$ cat src/rtl/seg7_pkg.sv
// Shared constants and types for the 7-segment scan capture block.
// Segment patterns are ordered {a,b,c,d,e,f,g} with a in bit 1.
package seg7_pkg;

  localparam int unsigned CNT_W = 4;

  localparam logic [1:7] SEG_0     = 7'b1111110;
  localparam logic [1:7] SEG_1     = 7'b0110000;
  localparam logic [1:7] SEG_2     = 7'b1101101;
  localparam logic [1:7] SEG_3     = 7'b1111001;
  localparam logic [1:7] SEG_4     = 7'b0110011;
  localparam logic [1:7] SEG_5     = 7'b1011011;
  localparam logic [1:7] SEG_6     = 7'b1011111;
  localparam logic [1:7] SEG_6_NT  = 7'b0011111;
  localparam logic [1:7] SEG_7     = 7'b1110000;
  localparam logic [1:7] SEG_8     = 7'b1111111;
  localparam logic [1:7] SEG_9     = 7'b1111011;
  localparam logic [1:7] SEG_9_NT  = 7'b1110011;
  localparam logic [1:7] SEG_E     = 7'b1001111;
  localparam logic [1:7] SEG_BLANK = 7'b0000000;

  localparam logic [3:0] CODE_ERR   = 4'hE;
  localparam logic [3:0] CODE_BLANK = 4'hF;

  typedef enum logic [1:0] {
    IDLE  = 2'd0,
    TRACK = 2'd1,
    HOLD  = 2'd2
  } state_t;

endpackage

$ cat src/rtl/seg7_scan_capture_if.sv
// Valid/ready port carrying one decoded digit per transfer.
interface seg7_scan_capture_if #(
  parameter int unsigned IW = 2
) ();
  logic          valid;
  logic          ready;
  logic [IW-1:0] idx;
  logic [3:0]    code;
  logic          err;

  modport master (output valid, idx, code, err, input ready);
  modport slave  (input valid, idx, code, err, output ready);
endinterface

$ cat src/rtl/seg7_to_code.sv
// Combinational decode of a segment pattern to a digit code plus illegal flag.
module seg7_to_code
  import seg7_pkg::*;
(
  input  logic [1:7] i_seg,
  output logic [3:0] o_code_c,
  output logic       o_err_c
);

  always_comb begin
    o_code_c = CODE_ERR;
    o_err_c  = 1'b0;
    case (i_seg)
      SEG_0:              o_code_c = 4'h0;
      SEG_1:              o_code_c = 4'h1;
      SEG_2:              o_code_c = 4'h2;
      SEG_3:              o_code_c = 4'h3;
      SEG_4:              o_code_c = 4'h4;
      SEG_5:              o_code_c = 4'h5;
      SEG_6, SEG_6_NT:    o_code_c = 4'h6;
      SEG_7:              o_code_c = 4'h7;
      SEG_8:              o_code_c = 4'h8;
      SEG_9, SEG_9_NT:    o_code_c = 4'h9;
      SEG_E:              o_code_c = CODE_ERR;
      SEG_BLANK:          o_code_c = CODE_BLANK;
      default:            o_err_c  = 1'b1;
    endcase
  end

endmodule

$ cat src/rtl/seg7_scan_capture.sv
// Samples a multiplexed 7-segment bus, waits for each strobe/pattern to settle,
// and reports the decoded digit over valid/ready while keeping a frame copy.
module seg7_scan_capture
  import seg7_pkg::*;
#(
  parameter int unsigned NDIG       = 4,
  parameter int unsigned STABLE_CNT = 3,
  parameter int unsigned IW         = 2
) (
  input  logic                i_clk,
  input  logic                i_rst_n,
  input  logic                i_en,
  input  logic [NDIG-1:0]     i_dig,
  input  logic [1:7]          i_seg,
  seg7_scan_capture_if.master out_if,
  output logic                o_ovf,
  output logic [4*NDIG-1:0]   o_frame,
  output logic                o_frame_done
);

  state_t             r_state, w_state_nxt;
  logic [NDIG-1:0]    r_dig;
  logic [1:7]         r_seg;
  logic [CNT_W-1:0]   r_cnt, w_cnt_nxt;
  logic               w_same, w_onehot, w_accept;
  logic [3:0]         w_code;
  logic               w_err;
  logic [IW-1:0]      w_idx;
  logic [NDIG-1:0]    r_seen, w_seen_nxt;
  logic               r_valid, r_err, r_ovf, r_frame_done;
  logic [IW-1:0]      r_idx;
  logic [3:0]         r_code;
  logic [4*NDIG-1:0]  r_frame;

  seg7_to_code u_dec (
    .i_seg    (i_seg),
    .o_code_c (w_code),
    .o_err_c  (w_err)
  );

  // Stability counter: compares the incoming sample with the one held in S.
  always_comb begin
    w_same   = ({i_dig, i_seg} == {r_dig, r_seg});
    w_onehot = $onehot(i_dig);
    w_idx    = '0;
    for (int unsigned i = 0; i < NDIG; i++) begin
      if (i_dig[i]) w_idx = IW'(i);
    end
    if (w_same && w_onehot) begin
      w_cnt_nxt = (r_cnt >= CNT_W'(STABLE_CNT)) ? r_cnt : r_cnt + CNT_W'(1);
    end else begin
      w_cnt_nxt = CNT_W'(1);
    end
  end

  always_ff @(posedge i_clk or negedge i_rst_n) begin
    if (!i_rst_n) r_state <= IDLE;
    else          r_state <= w_state_nxt;
  end

  // HOLD suppresses re-accepting a pair until the sample changes.
  always_comb begin
    w_state_nxt = r_state;
    w_accept    = 1'b0;
    if (!i_en) begin
      w_state_nxt = IDLE;
    end else begin
      w_accept = w_onehot && (w_cnt_nxt == CNT_W'(STABLE_CNT)) &&
                 ((r_state != HOLD) || !w_same);
      case (r_state)
        IDLE:    w_state_nxt = w_accept ? HOLD : TRACK;
        TRACK:   if (w_accept) w_state_nxt = HOLD;
        HOLD:    if (w_accept) w_state_nxt = HOLD;
                 else if (!w_same) w_state_nxt = TRACK;
        default: w_state_nxt = IDLE;
      endcase
    end
  end

  always_ff @(posedge i_clk or negedge i_rst_n) begin
    if (!i_rst_n) begin
      r_dig <= '0;
      r_seg <= '0;
      r_cnt <= '0;
    end else if (!i_en) begin
      r_dig <= '0;
      r_seg <= '0;
      r_cnt <= '0;
    end else begin
      r_dig <= i_dig;
      r_seg <= i_seg;
      r_cnt <= w_cnt_nxt;
    end
  end

  // Output register: a new accept loads only if the slot is free or draining.
  always_ff @(posedge i_clk or negedge i_rst_n) begin
    if (!i_rst_n) begin
      r_valid <= 1'b0;
      r_idx   <= '0;
      r_code  <= CODE_BLANK;
      r_err   <= 1'b0;
      r_ovf   <= 1'b0;
    end else begin
      if (w_accept && (!r_valid || out_if.ready)) begin
        r_valid <= 1'b1;
        r_idx   <= w_idx;
        r_code  <= w_code;
        r_err   <= w_err;
      end else if (r_valid && out_if.ready) begin
        r_valid <= 1'b0;
      end
      if (!i_en) r_ovf <= 1'b0;
      else if (w_accept && r_valid && !out_if.ready) r_ovf <= 1'b1;
    end
  end

  always_comb begin
    w_seen_nxt = r_seen;
    if (w_accept) w_seen_nxt = r_seen | (NDIG'(1) << w_idx);
  end

  always_ff @(posedge i_clk or negedge i_rst_n) begin
    if (!i_rst_n) begin
      r_frame      <= {NDIG{CODE_BLANK}};
      r_seen       <= '0;
      r_frame_done <= 1'b0;
    end else begin
      for (int unsigned i = 0; i < NDIG; i++) begin
        if (w_accept && (w_idx == IW'(i))) r_frame[4*i +: 4] <= w_code;
      end
      r_frame_done <= &w_seen_nxt;
      r_seen       <= (&w_seen_nxt) ? '0 : w_seen_nxt;
    end
  end

  assign out_if.valid = r_valid;
  assign out_if.idx   = r_idx;
  assign out_if.code  = r_code;
  assign out_if.err   = r_err;
  assign o_ovf        = r_ovf;
  assign o_frame      = r_frame;
  assign o_frame_done = r_frame_done;

endmodule
$ cat src/flat_wrapper.sv
// flat-port wrapper written by rule: the top's interface ports become plain ports
module seg7_scan_capture_flat import seg7_pkg::*;
#(
  parameter int unsigned NDIG       = 4,
  parameter int unsigned STABLE_CNT = 3,
  parameter int unsigned IW         = 2
)
  (i_clk, i_rst_n, i_en, i_dig, i_seg, o_ovf, o_frame, o_frame_done, out_if_valid, out_if_idx, out_if_code, out_if_err, out_if_ready);
  seg7_scan_capture_if #(.IW(IW)) out_if_i ();
  input  logic i_clk;
  input  logic i_rst_n;
  input  logic i_en;
  input  logic [NDIG-1:0] i_dig;
  input  logic [1:7] i_seg;
  output logic o_ovf;
  output logic [4*NDIG-1:0] o_frame;
  output logic o_frame_done;
  output wire logic [$bits(out_if_i.valid)-1:0] out_if_valid;
  output wire logic [$bits(out_if_i.idx)-1:0] out_if_idx;
  output wire logic [$bits(out_if_i.code)-1:0] out_if_code;
  output wire logic [$bits(out_if_i.err)-1:0] out_if_err;
  input wire logic [$bits(out_if_i.ready)-1:0] out_if_ready;
  assign out_if_valid = out_if_i.valid;
  assign out_if_idx = out_if_i.idx;
  assign out_if_code = out_if_i.code;
  assign out_if_err = out_if_i.err;
  assign out_if_i.ready = out_if_ready;
  seg7_scan_capture #(.NDIG(NDIG), .STABLE_CNT(STABLE_CNT), .IW(IW)) u_core (.i_clk(i_clk), .i_rst_n(i_rst_n), .i_en(i_en), .i_dig(i_dig), .i_seg(i_seg), .out_if(out_if_i), .o_ovf(o_ovf), .o_frame(o_frame), .o_frame_done(o_frame_done));
endmodule
$ cat config.mk
export PLATFORM = sky130hd
export DESIGN_NAME = seg7_scan_capture_flat
export DESIGN_NICKNAME = d
export VERILOG_FILES = /design/src/rtl/seg7_pkg.sv /design/src/rtl/seg7_scan_capture_if.sv /design/src/rtl/seg7_to_code.sv /design/src/rtl/seg7_scan_capture.sv /design/src/flat_wrapper.sv
export SDC_FILE = /design/constraint.sdc
export NUM_CORES = 1
export LEC_CHECK = 0
export ABC_AREA = 1
export BUFFER_PORTS_ARGS = -buffer_cell sky130_fd_sc_hd__buf_2
export CAP_MARGIN = 0
export CORE_UTILIZATION = 50
export DETAILED_ROUTE_END_ITERATION = 10
export PLACE_DENSITY = 0.75
export RECOVER_POWER = 50
export SYNTH_ARGS = -nofsm -noshare
export SYNTH_HDL_FRONTEND = slang
export SYNTH_SLANG_ARGS = --single-unit
$ cat constraint.sdc
create_clock -name i_clk -period 2.09 [get_ports i_clk]
set_input_delay 0.418 -clock i_clk [delete_from_list [all_inputs] [get_ports i_clk]]
set_output_delay 0.418 -clock i_clk [all_outputs]
set_load 0.01 [all_outputs]
==> impl_metrics.py, run 1 <==
metrics = {
    "floorplan": {
        "core-area_um2": 4786,
        "pin_count": 41,
        "die_w_um": 73.12,
        "die_y_um": 73.12,
        "die_area_um2": 5346,
        "initial_core_util": 0.5284,
        "row_count": 25,
    },
    "global_route": {
        "grt_pass1_wl_mm": 8.756,
        "grt_pass1_vias": 2033,
        "grt-ovfl-total": 0,
        "grt_max_degree": 18,
        "grt_usage": 0.2146,
        "antenna_found_initial": 0,
    },
    "detailed_routing": {
        "post-route-drc-count": 0,
        "first_pass_iters": 4,
        "drtIter0Drc": 72,
        "totalWireLength_mm": 5.164,
        "vias": 2068,
        "wl_per_cell_um": 11.60,
        "antenna_left": 0,
        "via_per_inst": 4.647,
    },
    "power_and_ir_drop": {
        "ir_drop_mv": 0.2561,
        "p_leak_uw": 0.001760,
        "power_density_nw_per_um2": 556.5,
        "total_power_uw": 1872,
    },
    "critical_path": {
        "reg2reg_slack_ps": 20,
        "crit_path_max_fanout": 6,
        "required_ps": 2290,
        "end_kind": "flip-flop",
        "crit_type": "primary input to flip-flop",
        "arrival_ps": 2590,
        "cp-start-kind": "primary input",
    },
    "yosys": {
        "synth_top_cell_by_area": "dfrtp_1",
        "ys_types": 34,
        "ys_seq_area_frac": 0.4750,
        "synth_area_um2": 2529,
        "yosysWarnings": 0,
        "avgSynthCellArea_um2": 8.457,
        "postSynthCellCount": 299,
        "synth_nets": 321,
        "synth_top_area_frac": 0.2672,
        "synth-seq-cells": 47,
        "synthTopCellsByArea": "dfrtp_1 27%, dfstp_2 21%, nand2_1 12%",
    },
    "cells_and_area": {
        "ff_latch_area_um2": 1201,
        "area_growth_pct": 33.05,
        "final_cell_mix": "67 x nand2_1, 51 x inv_1, 35 x buf_2",
        "fillerInstances": 388,
        "final_common_cell": "nand2_1",
        "finalCoreUtilization": 0.7030,
        "drive_above_1_share": 0.4127,
        "final_nets": 399,
        "num_antenna_cells": 0,
        "multi_input_area_um2": 1220,
        "finalInstanceArea_um2": 3364,
    },
    "clock_network": {
        "clkTransAtPathRegs_ps": 90,
        "htreeDepth": 2,
        "clockBufferDepth": 2,
        "clock_latency_ps": 300,
        "cts_tree": "built",
        "cts_made_buffers": 5,
        "ctsHoldBuffers": 0,
        "ctsRootBufferMaster": "clkbuf_8",
        "clock-sinks": 47,
    },
    "sta": {
        "finalSetupViolCount": 32,
        "fin_crit_ps": 2393,
        "fin_ws_ps": -302.7,
        "tightestPinTransition_ps": 898.2,
        "hold-worst-slack_ps": 178.1,
        "max_freq_mhz": 417.9,
        "hold_violations": 0,
        "relSlewSlack": 0.4012,
        "post-route-period-util": 1.145,
        "clock_skew_ps": 9.346,
        "slew_violations": 0,
        "rsz0062_at_grt": "yes",
    },
    "flow_run": {
        "maxCapViolations": 0,
    },
    "placement": {
        "hpwl_mm": 3.951,
        "postPlaceCellArea_um2": 3093,
        "place_ws_ps": -747.2,
        "port_buffers": 40,
        "place_congestion": 0.8516,
    },
    "run_status": {
        "violations": "setup timing",
        "outcome": "complete, but fails checks",
    },
    "worst_hold_path": {
        "min_path_type": "primary input to asynchronous set/reset pin",
    },
}
## area by class of cell
class	count	area share
well taps	67	0.02492
flip-flops and latches	47	0.3570
inverters	55	0.06582
clock inverters	3	0.01413
repair buffers	77	0.1551
clock buffers	5	0.02045
multi-input cells	191	0.3626
## cells in the mapped netlist (all sizes together)
| library cell | instances |
|---|---|
| nand2 | 84 |
| inv | 55 |
| nor2 | 31 |
| dfrtp | 27 |
| o21ai | 25 |
| dfstp | 20 |
| nor3 | 13 |
| nand3 | 9 |
| ha | 6 |
| nand4 | 5 |
| buf | 4 |
| xnor2 | 4 |
| xor2 | 4 |
| a21oi | 2 |
| clkbuf | 2 |
| o31ai | 2 |
| and3b | 1 |
| fa | 1 |
| nand3b | 1 |
| nor3b | 1 |
| nor4 | 1 |
| nor4b | 1 |
## stage by stage
step                      setup TNS [ps]  instances
final                              -6551        445
after global routing               -9712        445
after CTS                          -6064        444
after detailed placement          -20020        433
after global placement            -17990        433
after floorplan                   -11800        299
## report_power, final
group          switching [uW]  internal, uW  leakage (uW)  total, uW
clock network             319           363     0.0000587        681
registers                9.58           926      0.000566        935
logic                     144           112       0.00113        256
total                     472          1400       0.00176       1870
## cell families after synthesis
kind of cell,share of synthesized area
AOI/OAI and AO/OA,0.05937
xor gates and xnor gates,0.02771
adders and majority gates,0.03760
buffers and inverters,0.09500
DFF,0.4750
and+or+nand+nor,0.3053
## critical path, stage by stage
cell	delay, ps
buf_12	90
inv_12	30
ha_4	260
ha_4	120
fa_2	440
nor3_4	130
buf_4	130
buf_4	110
nand4_4	130
nor2_8	230
nand4_4	130
nand2_4	100
nand2_4	60
nor2_8	140
nor2_2	50
## sequential cells by signal, summed over array words and instances (netlist names)
register and cells:
u_core.out_if.code 4, u_core.o_ovf 1, u_core.r_seen 4, u_core.r_dig 4
u_core.o_frame 16, u_core.out_if.valid 1, u_core.r_seg 7, u_core.out_if.idx 2
u_core.o_frame_done 1, u_core.r_cnt 4, u_core.out_if.err 1, u_core.r_state 2
## metal layers
layer  vias to the layer above  GRT usage  wire length [um]
met3                         4    0.05387               189
met2                        38     0.3693              2519
li1                       1078          -                 -
met5                         -          0                 0
met1                       948     0.2679              2421
met4                         0    0.05664                34
## timing repair
action	in CTS	in global routing
endpoints found under the setup margin	32	32
setup buffers	3	1
pin swaps	13	5
gates resized for setup	35	8
## worst paths after layout
kind / start / to / cells after the start
max: i_dig[2] / u_core.r_seen[3] / 15
min in group i_clk: i_seg[6] / u_core.r_seg[6] / 3
max in group asynchronous: i_rst_n / u_core.r_cnt[0] / 2
min reg2reg: u_core.o_frame[15] / u_core.o_frame[15] / 2
min: i_rst_n / u_core.r_seg[2] / 1
max reg2reg: u_core.r_cnt[0] / u_core.r_seen[3] / 12
Note: power is estimated with default switching activity, not from simulation.
==> inputs of run 2 (changes only) <==
--- a/config.mk
+++ b/config.mk
@@ -6,7 +6,7 @@
 export NUM_CORES = 1
 export LEC_CHECK = 0
 export ABC_AREA = 1
-export BUFFER_PORTS_ARGS = -buffer_cell sky130_fd_sc_hd__buf_2
+export BUFFER_PORTS_ARGS = -buffer_cell sky130_fd_sc_hd__clkbuf_2
 export CAP_MARGIN = 0
 export CORE_UTILIZATION = 50
 export DETAILED_ROUTE_END_ITERATION = 10
==> impl_metrics.py, run 2 (synthesized netlist as in run 1, its figures left out) <==
metrics = {
    "cells_and_area": {
        "largest_reg_flops": 16,
        "finalInstanceArea_um2": 3437,
        "fillerInstances": 369,
        "drive_above_1_share": 0.4456,
        "area_growth_pct": 35.92,
        "num_antenna_cells": 0,
        "final_common_cell": "nand2_1",
        "final_cell_mix": "61 x nand2_1, 51 x inv_1, 37 x clkbuf_2",
        "final_nets": 398,
    },
    "sta": {
        "fin_ws_ps": -337.1,
        "max_freq_mhz": 412.0,
        "relSlewSlack": 0.2464,
        "slew_violations": 0,
        "rsz0062_at_grt": "yes",
        "post-route-period-util": 1.161,
        "hold-worst-slack_ps": 320.3,
        "hold_violations": 0,
        "tightestPinTransition_ps": 1130,
        "fin_crit_ps": 2427,
        "clock_skew_ps": 8.789,
        "finalSetupViolCount": 31,
    },
    "power_and_ir_drop": {
        "ir_drop_mv": 0.4494,
        "p_leak_uw": 0.001763,
        "total_power_uw": 1890,
        "power_density_nw_per_um2": 550.0,
    },
    "detailed_routing": {
        "drtIter0Drc": 138,
        "post-route-drc-count": 0,
        "vias": 2101,
        "wl_per_cell_um": 12.13,
        "via_per_inst": 4.732,
        "first_pass_iters": 4,
        "antenna_left": 0,
        "totalWireLength_mm": 5.387,
    },
    "worst_hold_path": {
        "min-delay-start": "i_seg[3]",
        "whs_endpoint": "u_core.r_seg[3]",
        "min_path_type": "primary input to flip-flop",
        "min_path_cells": 3,
    },
    "placement": {
        "hpwl_mm": 3.809,
        "port_buffers": 40,
        "place_ws_ps": -762.4,
        "place_congestion": 0.8298,
        "postPlaceCellArea_um2": 3100,
    },
    "run_status": {
        "violations": "setup timing",
        "outcome": "complete, but fails checks",
    },
    "global_route": {
        "grt_pass1_vias": 1973,
        "top_usage_layer": "met2",
        "antenna_found_initial": 0,
        "grt_max_degree": 48,
        "grt-ovfl-total": 0,
        "grt_pass1_wl_mm": 8.514,
        "use_met1": 0.2689,
        "grt.met2_usage": 0.3549,
        "use_met3": 0.04972,
        "grt_usage": 0.2124,
    },
    "critical_path": {
        "r2r_start": "u_core.r_cnt[0]",
        "crit_start": "i_dig[2]",
        "required_ps": 2310,
        "cp-start-kind": "primary input",
        "worst_r2r_path_depth": 12,
        "r2r-end": "u_core.r_seen[3]",
        "arrival_ps": 2640,
        "crit_path_max_fanout": 6,
        "reg2reg_slack_ps": 0,
        "end_kind": "flip-flop",
        "crit_type": "primary input to flip-flop",
    },
    "floorplan": {
        "die_area_um2": 5346,
        "initial_core_util": 0.5284,
        "pin_count": 41,
        "core-area_um2": 4786,
        "die_w_um": 73.12,
        "row_count": 25,
        "die_y_um": 73.12,
    },
    "clock_network": {
        "cts_made_buffers": 5,
        "clock-sinks": 47,
        "ctsHoldBuffers": 0,
        "ctsRootBufferMaster": "clkbuf_8",
        "clkTransAtPathRegs_ps": 90,
        "clockBufferDepth": 2,
        "htreeDepth": 2,
        "cts_tree": "built",
        "clock_latency_ps": 320,
    },
    "flow_run": {
        "maxCapViolations": 0,
    },
}
run 2: changes by cell type in the layout (fill, tap and decap cells not counted), sizes merged:
cell	delta
buf	-36
clkbuf	+35
run 2: final cells by class:
class / count / area (um^2) / share of cell area
clock buffer: 5 / 68.82 / 0.02002
sequential: 47 / 1201 / 0.3495
clock inverter: 3 / 47.55 / 0.01383
timing repair buffer: 76 / 540.5 / 0.1573
tap: 67 / 83.83 / 0.02439
multi-input combinational: 191 / 1271 / 0.3699
inverter: 55 / 224.0 / 0.06516
run 2: layer usage:
layer	vias to the layer above	part of all wire
met4	0	0.021
met3	10	0.040
met1	968	0.43
li1	1081	-
met2	42	0.51
met5	-	0
run 2: critical path, cell delays in order:
cell       delay, ps
clkbuf_16        120
inv_12            30
ha_4             250
ha_4             120
fa_2             450
nor3_4           130
nand2_1           80
nor2_2           130
nand4_4          130
nor2_8           240
nand4_4          150
nand2_4          110
nand2_4           70
nor2_8           150
nor2_2            60
run 2: how the worst max path moves through the flow:
stage / depth (start not counted) / to / slack [ps]
after floorplan: 14 / u_core.r_seen[0] / -590
after global placement: 15 / u_core.r_seen[2] / -670
after detailed placement: 15 / u_core.r_seen[1] / -760
after CTS: 15 / u_core.r_seen[1] / -330
after global routing: 15 / u_core.r_seen[3] / -440
final: 15 / u_core.r_seen[3] / -340
run 2: through the flow:
| stage | cells | util | setup TNS [ps] |
|---|---|---|---|
| floorplan | 299 | - | -11800 |
| CTS | 442 | 0.6912 | -6957 |
| global route | 444 | 0.7182 | -9385 |
| global placement | 434 | 0.6478 | -18050 |
| finish | 444 | 0.7182 | -6126 |
| detailed placement | 434 | 0.6478 | -20660 |
run 2: report_power, final:
| group | switching [uW] | leakage [uW] | internal (uW) |
|---|---|---|---|
| Sequential | 9.81 | 0.000566 | 926 |
| Clock | 340 | 0.0000587 | 363 |
| Combinational | 143 | 0.00114 | 110 |
run 2: timing repair:
action	4_1_cts	5_1_grt
pin swaps	11	10
setup endpoints to repair	32	32
setup buffers	0	2
gates resized for setup	27	36
